**src/rtl/vdp1_color_pipe.sv**
```systemverilog
// VDP1 colour-calculation pipeline: three-stage Gouraud/blend datapath feeding a credit-managed output FIFO.
// Optional mesh-pixel dropping at S1 is enabled by defining VDP1_MESH_EN.
module vdp1_color_pipe #(
  parameter  int CW    = 5,
  parameter  int AW    = 18,
  parameter  int DEPTH = 4,
  localparam int PW    = 3*CW + 1,
  localparam int LW    = $clog2(DEPTH + 1)
) (
  input  logic            clk,
  input  logic            rst_n,
  input  logic            ce_i,
  input  logic            flush_i,
  input  logic            in_val_i,
  output logic            in_rdy_o,
  input  logic [PW-1:0]   in_orig_i,
  input  logic [PW-1:0]   in_back_i,
  input  logic [2:0]      in_ccb_i,
  input  logic            in_mon_i,
  input  logic            in_mesh_i,
  input  logic [1:0]      in_xy0_i,
  input  logic [3*CW-1:0] in_grd_i,
  input  logic [AW-1:0]   in_addr_i,
  output logic            out_val_o,
  input  logic            out_rdy_i,
  output logic [PW-1:0]   out_color_o,
  output logic [AW-1:0]   out_addr_o,
  output logic [LW-1:0]   level_o
);

  localparam int PTRW = (DEPTH > 1) ? $clog2(DEPTH) : 1;
  localparam int CRW  = LW + 2;
  localparam logic [CW+1:0] HALF = (CW+2)'(1 << (CW-1));
  localparam logic [CW+1:0] MAXV = (CW+2)'((1 << CW) - 1);

  function automatic logic [CW-1:0] gouraud_ch(input logic [CW-1:0] o, input logic [CW-1:0] g);
    logic [CW+1:0] s;
    logic [CW+1:0] d;
    s = {2'b00, o} + {2'b00, g};
    if (s < HALF) return '0;
    d = s - HALF;
    if (d > MAXV) return '1;
    return d[CW-1:0];
  endfunction

  function automatic logic [CW-1:0] clamp_add(input logic [CW-1:0] a, input logic [CW-1:0] b);
    logic [CW:0] s;
    s = {1'b0, a} + {1'b0, b};
    return s[CW] ? '1 : s[CW-1:0];
  endfunction

  function automatic logic [PW-1:0] color_calc(input logic [2:0] ccb, input logic [PW-1:0] orig,
                                               input logic [PW-1:0] back, input logic [3*CW-1:0] og);
    logic [PW-1:0] res;
    logic [CW-1:0] o, k, g, a, b;
    logic          om, bm;
    om  = orig[PW-1];
    bm  = back[PW-1];
    res = '0;
    for (int c = 0; c < 3; c++) begin
      o = orig[c*CW +: CW];
      k = back[c*CW +: CW];
      g = og[c*CW +: CW];
      a = '0;
      b = '0;
      case (ccb)
        3'b000: a = o;
        3'b001: b = bm ? (k >> 1) : k;
        3'b010: a = o >> 1;
        3'b011: begin a = bm ? (o >> 1) : o; b = bm ? (k >> 1) : '0; end
        3'b100: a = g;
        3'b101: b = k;
        3'b110: a = g >> 1;
        default: begin a = bm ? (g >> 1) : g; b = bm ? (k >> 1) : '0; end
      endcase
      res[c*CW +: CW] = clamp_add(a, b);
    end
    case (ccb)
      3'b001, 3'b101: res[PW-1] = bm;
      3'b011, 3'b110: res[PW-1] = bm | om;
      default:        res[PW-1] = om;
    endcase
    return res;
  endfunction

  logic mesh_drop;
`ifdef VDP1_MESH_EN
  assign mesh_drop = in_mesh_i & (in_xy0_i[1] ^ in_xy0_i[0]);
`else
  logic unused_mesh;
  assign unused_mesh = ^{in_mesh_i, in_xy0_i};
  assign mesh_drop   = 1'b0;
`endif

  logic s1_v_q, s2_v_q, s3_v_q;
  logic [PW-1:0]   s1_orig_q, s1_back_q, s2_orig_q, s2_back_q, s3_color_q;
  logic [3*CW-1:0] s1_grd_q, s2_og_q, s2_og_d;
  logic [2:0]      s1_ccb_q, s2_ccb_q;
  logic            s1_mon_q, s2_mon_q;
  logic [AW-1:0]   s1_addr_q, s2_addr_q, s3_addr_q;
  logic [PW-1:0]   s3_color_d;

  logic accept, push, pop;
  assign accept = in_val_i & in_rdy_o & ce_i & ~flush_i;
  assign push   = s3_v_q & ce_i & ~flush_i;
  assign pop    = out_val_o & out_rdy_i & ce_i & ~flush_i;

  // NOTE: every combinational variable gets a default first, so no path leaves it unassigned (no latch).
  always_comb begin
    s2_og_d = '0;
    for (int c = 0; c < 3; c++) begin
      s2_og_d[c*CW +: CW] = gouraud_ch(s1_orig_q[c*CW +: CW], s1_grd_q[c*CW +: CW]);
    end
  end

  assign s3_color_d = s2_mon_q ? (s2_back_q | {1'b1, {(PW-1){1'b0}}})
                               : color_calc(s2_ccb_q, s2_orig_q, s2_back_q, s2_og_q);

  // NOTE: sequential state uses non-blocking assignments so all stages advance on the same edge.
  always_ff @(posedge clk or negedge rst_n) begin
    if (!rst_n) begin
      s1_v_q <= 1'b0; s2_v_q <= 1'b0; s3_v_q <= 1'b0;
      s1_orig_q <= '0; s1_back_q <= '0; s1_grd_q <= '0; s1_ccb_q <= '0; s1_mon_q <= 1'b0; s1_addr_q <= '0;
      s2_orig_q <= '0; s2_back_q <= '0; s2_og_q <= '0; s2_ccb_q <= '0; s2_mon_q <= 1'b0; s2_addr_q <= '0;
      s3_color_q <= '0; s3_addr_q <= '0;
    end else if (ce_i) begin
      s1_v_q <= accept & ~mesh_drop;
      s2_v_q <= s1_v_q & ~flush_i;
      s3_v_q <= s2_v_q & ~flush_i;
      if (accept) begin
        s1_orig_q <= in_orig_i; s1_back_q <= in_back_i; s1_grd_q <= in_grd_i;
        s1_ccb_q  <= in_ccb_i;  s1_mon_q  <= in_mon_i;  s1_addr_q <= in_addr_i;
      end
      s2_orig_q <= s1_orig_q; s2_back_q <= s1_back_q; s2_og_q   <= s2_og_d;
      s2_ccb_q  <= s1_ccb_q;  s2_mon_q  <= s1_mon_q;  s2_addr_q <= s1_addr_q;
      s3_color_q <= s3_color_d;
      s3_addr_q  <= s2_addr_q;
    end
  end

  logic [PW+AW-1:0] mem_q [DEPTH];
  logic [PTRW-1:0]  wptr_q, rptr_q;
  logic [LW-1:0]    count_q, count_d;

  always_comb begin
    count_d = count_q;
    if (push && !pop)      count_d = count_q + 1'b1;
    else if (pop && !push) count_d = count_q - 1'b1;
  end

  always_ff @(posedge clk or negedge rst_n) begin
    if (!rst_n) begin
      wptr_q  <= '0;
      rptr_q  <= '0;
      count_q <= '0;
    end else if (ce_i) begin
      if (flush_i) begin
        wptr_q  <= '0;
        rptr_q  <= '0;
        count_q <= '0;
      end else begin
        wptr_q  <= wptr_q + PTRW'(push);
        rptr_q  <= rptr_q + PTRW'(pop);
        count_q <= count_d;
      end
    end
  end

  // NOTE: storage is not reset; outputs are masked while empty, so stale entries are never visible.
  always_ff @(posedge clk) begin
    if (push) mem_q[wptr_q] <= {s3_addr_q, s3_color_q};
  end

  logic [CRW-1:0]   credits;
  logic [PW+AW-1:0] head;
  assign credits     = CRW'(count_q) + CRW'(s1_v_q) + CRW'(s2_v_q) + CRW'(s3_v_q);
  assign in_rdy_o    = credits < CRW'(DEPTH);
  assign head        = mem_q[rptr_q];
  assign out_val_o   = (count_q != '0);
  assign out_color_o = out_val_o ? head[PW-1:0] : '0;
  assign out_addr_o  = out_val_o ? head[PW+AW-1:PW] : '0;
  assign level_o     = count_q;

endmodule

```
**config.mk**
```make
export PLATFORM = sky130hd
export DESIGN_NAME = vdp1_color_pipe
export DESIGN_NICKNAME = d
export VERILOG_FILES = /design/src/rtl/vdp1_color_pipe.sv
export SDC_FILE = /design/constraint.sdc
export NUM_CORES = 1
export LEC_CHECK = 0
export CORE_AREA = 3 3 291 207
export CTS_BUF_LIST = sky130_fd_sc_hd__clkbuf_4
export DETAILED_ROUTE_END_ITERATION = 12
export DIE_AREA = 0 0 294 210
export PLACE_DENSITY = 0.48
export SLEW_MARGIN = 20
export SYNTH_ARGS = -nofsm -noshare
export SYNTH_HDL_FRONTEND = slang
export SYNTH_SLANG_ARGS = --single-unit
```
**constraint.sdc**
```tcl
create_clock -name clk -period 4.4 [get_ports clk]
set_input_delay 0.88 -clock clk [delete_from_list [all_inputs] [get_ports clk]]
set_output_delay 0.88 -clock clk [all_outputs]
set_load 0.03 [all_outputs]
```
==> results of run 1 <==
==> area by class of cell <==
| class | count | area [µm²] | area share |
|---|---|---|---|
| timing repair buffer | 131 | 1320 | 0.0751 |
| inverter | 17 | 63.8 | 0.00364 |
| antenna | 2 | 5.00 | 0.000285 |
| sequential | 318 | 8640 | 0.492 |
| multi-input combinational | 552 | 5430 | 0.309 |
| clock buffer | 132 | 991 | 0.0565 |
| clock inverter | 25 | 150 | 0.00856 |
| tap | 760 | 951 | 0.0542 |
==> final timing paths <==
path                                           start                         end  slack, ns  depth (start not counted)
setup / recovery               rptr_q[0]$_DFFE_PN0P_               out_addr_o[8]       0.31                          4
hold / removal                                 rst_n    s1_orig_q[7]$_DFFE_PN0P_       0.15                          1
setup reg to reg             s2_ccb_q[0]$_DFFE_PN0P_  s3_color_q[10]$_DFFE_PN0P_       1.03                          9
hold reg to reg            s2_addr_q[11]$_DFFE_PN0P_   s3_addr_q[11]$_DFFE_PN0P_       0.48                          1
max in group asynchronous                      rst_n    s1_back_q[6]$_DFFE_PN0P_       3.30                          2
min in group clk           s2_addr_q[11]$_DFFE_PN0P_   s3_addr_q[11]$_DFFE_PN0P_       0.48                          1
==> cell usage in the layout (no fill, tap or decap), types with 14 or more instances in the layout <==
master,netlist,layout
a21oi_1,27,27
a221oi_1,26,26
and2_1,39,39
buf_4,2,15
clkbuf_4,0,132
clkdlybuf4s50_1,0,111
clkinv_1,0,14
dfrtp_1,182,181
edfxtp_1,136,136
ha_1,39,39
inv_1,16,16
mux2_2,73,73
mux2_4,69,69
mux4_2,34,34
nand2_1,29,29
nor2_1,37,37
o21ai_0,19,19
==> routing by layer <==
layer,share of wire,vias up
met5,0.00032,-
met4,0.021,2
met3,0.058,68
met2,0.42,180
met1,0.50,4249
li1,-,3993
==> registers in the layout (all words and copies together) (netlist names), 3 cells and up <==
register    flops
s2_orig_q      16
level_o         3
mem_q         136
s2_back_q      16
s1_grd_q       15
s3_color_q     16
s1_orig_q      16
s3_addr_q      18
s1_ccb_q        3
s2_addr_q      18
s2_og_q        15
s1_back_q      16
s2_ccb_q        3
s1_addr_q      18
==> power groups by stage <==
stage	clock [mW]	combinational [mW]	sequential [mW]
6_report	2.73	4.77	4.93
5_1_grt	3.04	5.30	5.07
4_1_cts	2.88	4.81	4.94
3_5_place_dp	0	4.77	5.00
3_3_place_gp	0	4.72	4.97
2_1_floorplan	0	3.62	4.60
==> metrics by stage <==
| step | util | setup slack [ns] | hold slack (ns) | total power [mW] | cells |
|---|---|---|---|---|---|
| 4_1_cts | 0.303 | 0.142 | 0.106 | 12.6 | 1935 |
| 3_5_place_dp | 0.283 | 1.00 | 0.473 | 9.77 | 1778 |
| 5_1_grt | 0.303 | 0.0445 | 0.145 | 13.4 | 1937 |
| 6_report | 0.303 | 0.312 | 0.151 | 12.4 | 1937 |
| 2_1_floorplan | - | 0.155 | 0.452 | 8.22 | 936 |
| 3_3_place_gp | 0.283 | 1.03 | 0.478 | 9.69 | 1778 |
==> worst max-delay path, cell delays in order (launching register included) <==
cell             delay (ns)
dfrtp_2                0.81
buf_12                 0.29
mux4_2                 0.55
and2_1                 0.18
clkdlybuf4s50_1        0.59
==> logic make-up (layout without fill, tap and decap cells) <==
logic type      count (synthesis)  after routing  share of synthesized area
compound gates                155            155                     0.0799
fa+ha+maj                      47             47                     0.0450
simple gates                  157            157                     0.0583
mux                           181            181                      0.186
other cells                     0              2                          0
xor+xnor                       12             12                    0.00730
flops                         318            318                      0.600
buf+inv                        66            305                     0.0233
==> impl_metrics.toml, run 1 <==
[outcome]
status = "complete, no violations"

[worst_setup_path]
critPathCaptureType = "primary output"
startpoint_type = "flop"
required_ns = 3.52
cp_max_fo = 19
worst-setup-path-type = "reg -> out"
cp.arrival_ns = 3.21

[clocking]
clock_latency_ns = 0.82
htreeDepth = 3
post-cts-setup-buffers = 0
cts_buffers = 88
cts_resized = 0
clock_sinks = 318
path_clk_slew_ns = 0.06
cts_tree = "built"
holdBufCountCts = 0
clk_path_buf_depth = 3
cts-root-buf = "clkbuf_4"

[final_layout]
final_nets = 1233
drive_gt1_frac = 0.302
fin_area_um2 = 17500
area_delta_synth_final_pct = 21.9
fillers = 5775

[sta]
worst_pin_slew_ns = 1.09
max_slew_margin = 0.271
max_freq_mhz = 245
rsz0062_at_grt = "false"
final.setup.tns_ns = 0
period_share = 0.929
min_period_ns = 4.09
hold_violations = 0
setup_violations = 0
final.setup_skew_ns = 0.0581
drv_slew = 0

[placed_design]
dp_hpwl_um = 22000
port-buffer-count = 113
gp_congestion = 0.769
placed_area_um2 = 16400

[global_route]
grt_pass1_wl_um = 53800
grt_max_degree = 92
use_met1 = 0.165
use_met2 = 0.157
grtUsageMet3 = 0.0360
grt_util_all_layers = 0.113
antenna_found_initial = 5
busiest_layer = "met1"
grt_pass1_vias = 9018
grt.overflow.total = 0

[worst_hold_path]
hold_class = "in -> async"

[pwr]
p_leak_nw = 6.98
seqPwrFrac = 0.397
p_sw_frac = 0.366
clkPwrFrac = 0.219
p_int_mw = 7.88
peakVddDrop_mv = 0.237
powerDensity_nw_per_um2 = 708
switching_power_mw = 4.54
combPwrFrac = 0.384

[yosys]
ys_seq_elements = 318
syn_area_per_cell_um2 = 15.4
synth_top_area_frac = 0.316
synth.area.top_cells = "dfrtp_1, edfxtp_1, mux2_4, mux2_2, mux4_2"
synth_edf_count = 136
yosys.cell_types.count = 66
syn-cell-area_um2 = 14400
yosysTopAreaCell = "dfrtp_1"
synth_cells = 936
yosys-top-cells-count = "dfrtp_1, edfxtp_1, mux2_2, mux2_4"
yosysMostFrequentCell = "dfrtp_1"
synthesis.nets = 1061
ys_seq_area_frac = 0.600
ys_async_sr_fraction = 0.572
yosysWarnings = 0
ys.flop_type = "dfrtp_1"

[route]
drtIter0Drc = 338
wl_per_cell_um = 17.5
viasPerCell = 4.38
drcViolationCount = 0
wirelength_um = 33900
via_count = 8492
first_pass_iters = 4
antenna_left = 0

[die]
start_util = 0.249
fp-row-count = 74
coreArea_um2 = 57900
die_y_um = 210
ios = 117
die_area_um2 = 61700
die_x_um = 294

[job]
cap_viol_max_count = 0
(Power assumes the default switching activity.)
==> run 2, diff against run 1 <==
--- a/config.mk
+++ b/config.mk
@@ -7,6 +7,7 @@
 export LEC_CHECK = 0
 export CORE_AREA = 3 3 291 207
 export CTS_BUF_LIST = sky130_fd_sc_hd__clkbuf_4
+export CTS_CLUSTER_SIZE = 12
 export DETAILED_ROUTE_END_ITERATION = 12
 export DIE_AREA = 0 0 294 210
 export PLACE_DENSITY = 0.48
==> impl_metrics.toml, run 2 (synthesis gave the netlist of run 1 again) <==
[placed_design]
gp_congestion = 0.769
preCtsSetupSlack_ns = 1.00
port-buffer-count = 113
placed_area_um2 = 16400
dp_cells = 1778
dp_hpwl_um = 22000

[sta]
worst_pin_slew_ns = 1.08
min_period_ns = 4.07
hold_violations = 0
setup_violations = 0
period_share = 0.925
max_slew_margin = 0.283
final.setup_skew_ns = 0.0570
drv_slew = 0
fin_hold_ws_ns = 0.150
final.setup.tns_ns = 0
post-route-worst-setup-slack_ns = 0.328
max_freq_mhz = 246
rsz0062_at_grt = "false"

[pwr]
power_mw = 12.4
p_leak_nw = 6.98
peakVddDrop_mv = 0.235
powerDensity_nw_per_um2 = 707

[worst_setup_path]
required_ns = 3.52
cp_slowest_cell = "dfrtp_2"
startpoint_type = "flop"
cpLargestDelayFamily = "buffers and inverters"
crit_chain = "buf_12 -> mux4_2 -> and2_1 -> clkdlybuf4s50_1"
r2r-start = "s2_ccb_q[0]$_DFFE_PN0P_"
critPathMaxStageDelay_ns = 0.82
critPathBufInv = 2
cp.arrival_ns = 3.19
worst-setup-path-type = "reg -> out"
setup.worst_path.start = "rptr_q[0]$_DFFE_PN0P_"
critPathCaptureType = "primary output"
cp_max_fo = 19

[route]
drcViolationCount = 0
viasPerCell = 4.37
via_count = 8479
wl_per_cell_um = 17.4
wirelength_um = 33800
drtIter0Drc = 372
first_pass_iters = 4
antenna_left = 0

[die]
start_util = 0.249
coreArea_um2 = 57900
die_x_um = 294
die_y_um = 210
ios = 117
fp-row-count = 74
die_area_um2 = 61700

[final_layout]
regMostFlops = "mem_q"
drive_gt1_frac = 0.303
final_common_cell = "dfrtp_1"
final_cell_mix = "dfrtp_1, edfxtp_1, clkbuf_4"
final_util = 0.303
area_delta_synth_final_pct = 21.9
fillers = 5784
final_cell_count_no_fill = 1939
largest_reg_flops = 136
final_nets = 1233
fin_area_um2 = 17500

[clocking]
cts_buffers = 88
cts_tree = "built"
cts_resized = 0
holdBufCountCts = 0
clock_sinks = 318
clock_latency_ns = 0.80
cts-root-buf = "clkbuf_4"
clk_path_buf_depth = 3
htreeDepth = 3
post-cts-setup-buffers = 0
path_clk_slew_ns = 0.06

[global_route]
grt_max_degree = 92
grt_pass1_vias = 9028
grt.overflow.total = 0
antenna_found_initial = 5
grt_pass1_wl_um = 53900
grt_util_all_layers = 0.113

[job]
cap_viol_max_count = 0

[worst_hold_path]
hold_class = "in -> async"

[outcome]
status = "complete, no violations"
## run 2: cell type report
class	count	area, µm²	share of cell area
clock buffer	133	998	0.0569
sequential	318	8640	0.492
timing repair buffer	131	1320	0.0751
inverter	17	63.8	0.00364
multi-input combinational	552	5430	0.309
tap	760	951	0.0542
clock inverter	24	136	0.00777
antenna	4	10.0	0.000570
## run 2: worst paths after layout
check	slack [ns]	end	cells past startpoint
max	0.33	out_addr_o[8]	4
max in group asynchronous	3.29	s1_orig_q[6]$_DFFE_PN0P_	2
max reg2reg	1.03	s3_color_q[10]$_DFFE_PN0P_	9
min in group clk	0.47	s3_addr_q[11]$_DFFE_PN0P_	1
min reg2reg	0.47	s3_addr_q[11]$_DFFE_PN0P_	1
min	0.15	s1_orig_q[7]$_DFFE_PN0P_	1
## run 2: worst register-to-register path, delay by kind of cell (launching register included)
family,cells,cell delay [ns]
flip-flops,1,0.51
AND/OR/NAND/NOR,2,0.74
AO/OA/AOI/OAI,6,1.70
adder cells (fa/ha/maj),1,0.32
## run 2: report_power, final
| group | total, mW | switching [mW] | internal [mW] |
|---|---|---|---|
| clock | 2.72 | 1.27 | 1.44 |
| sequential | 4.93 | 0.832 | 4.09 |
| combinational | 4.77 | 2.42 | 2.35 |
## run 2: metal layers
layer / wire length (µm) / global-route usage
met3: 1800 / 0.0359
met2: 14200 / 0.158
met4: 754 / 0.0390
met5: 11 / 0
met1: 17100 / 0.165
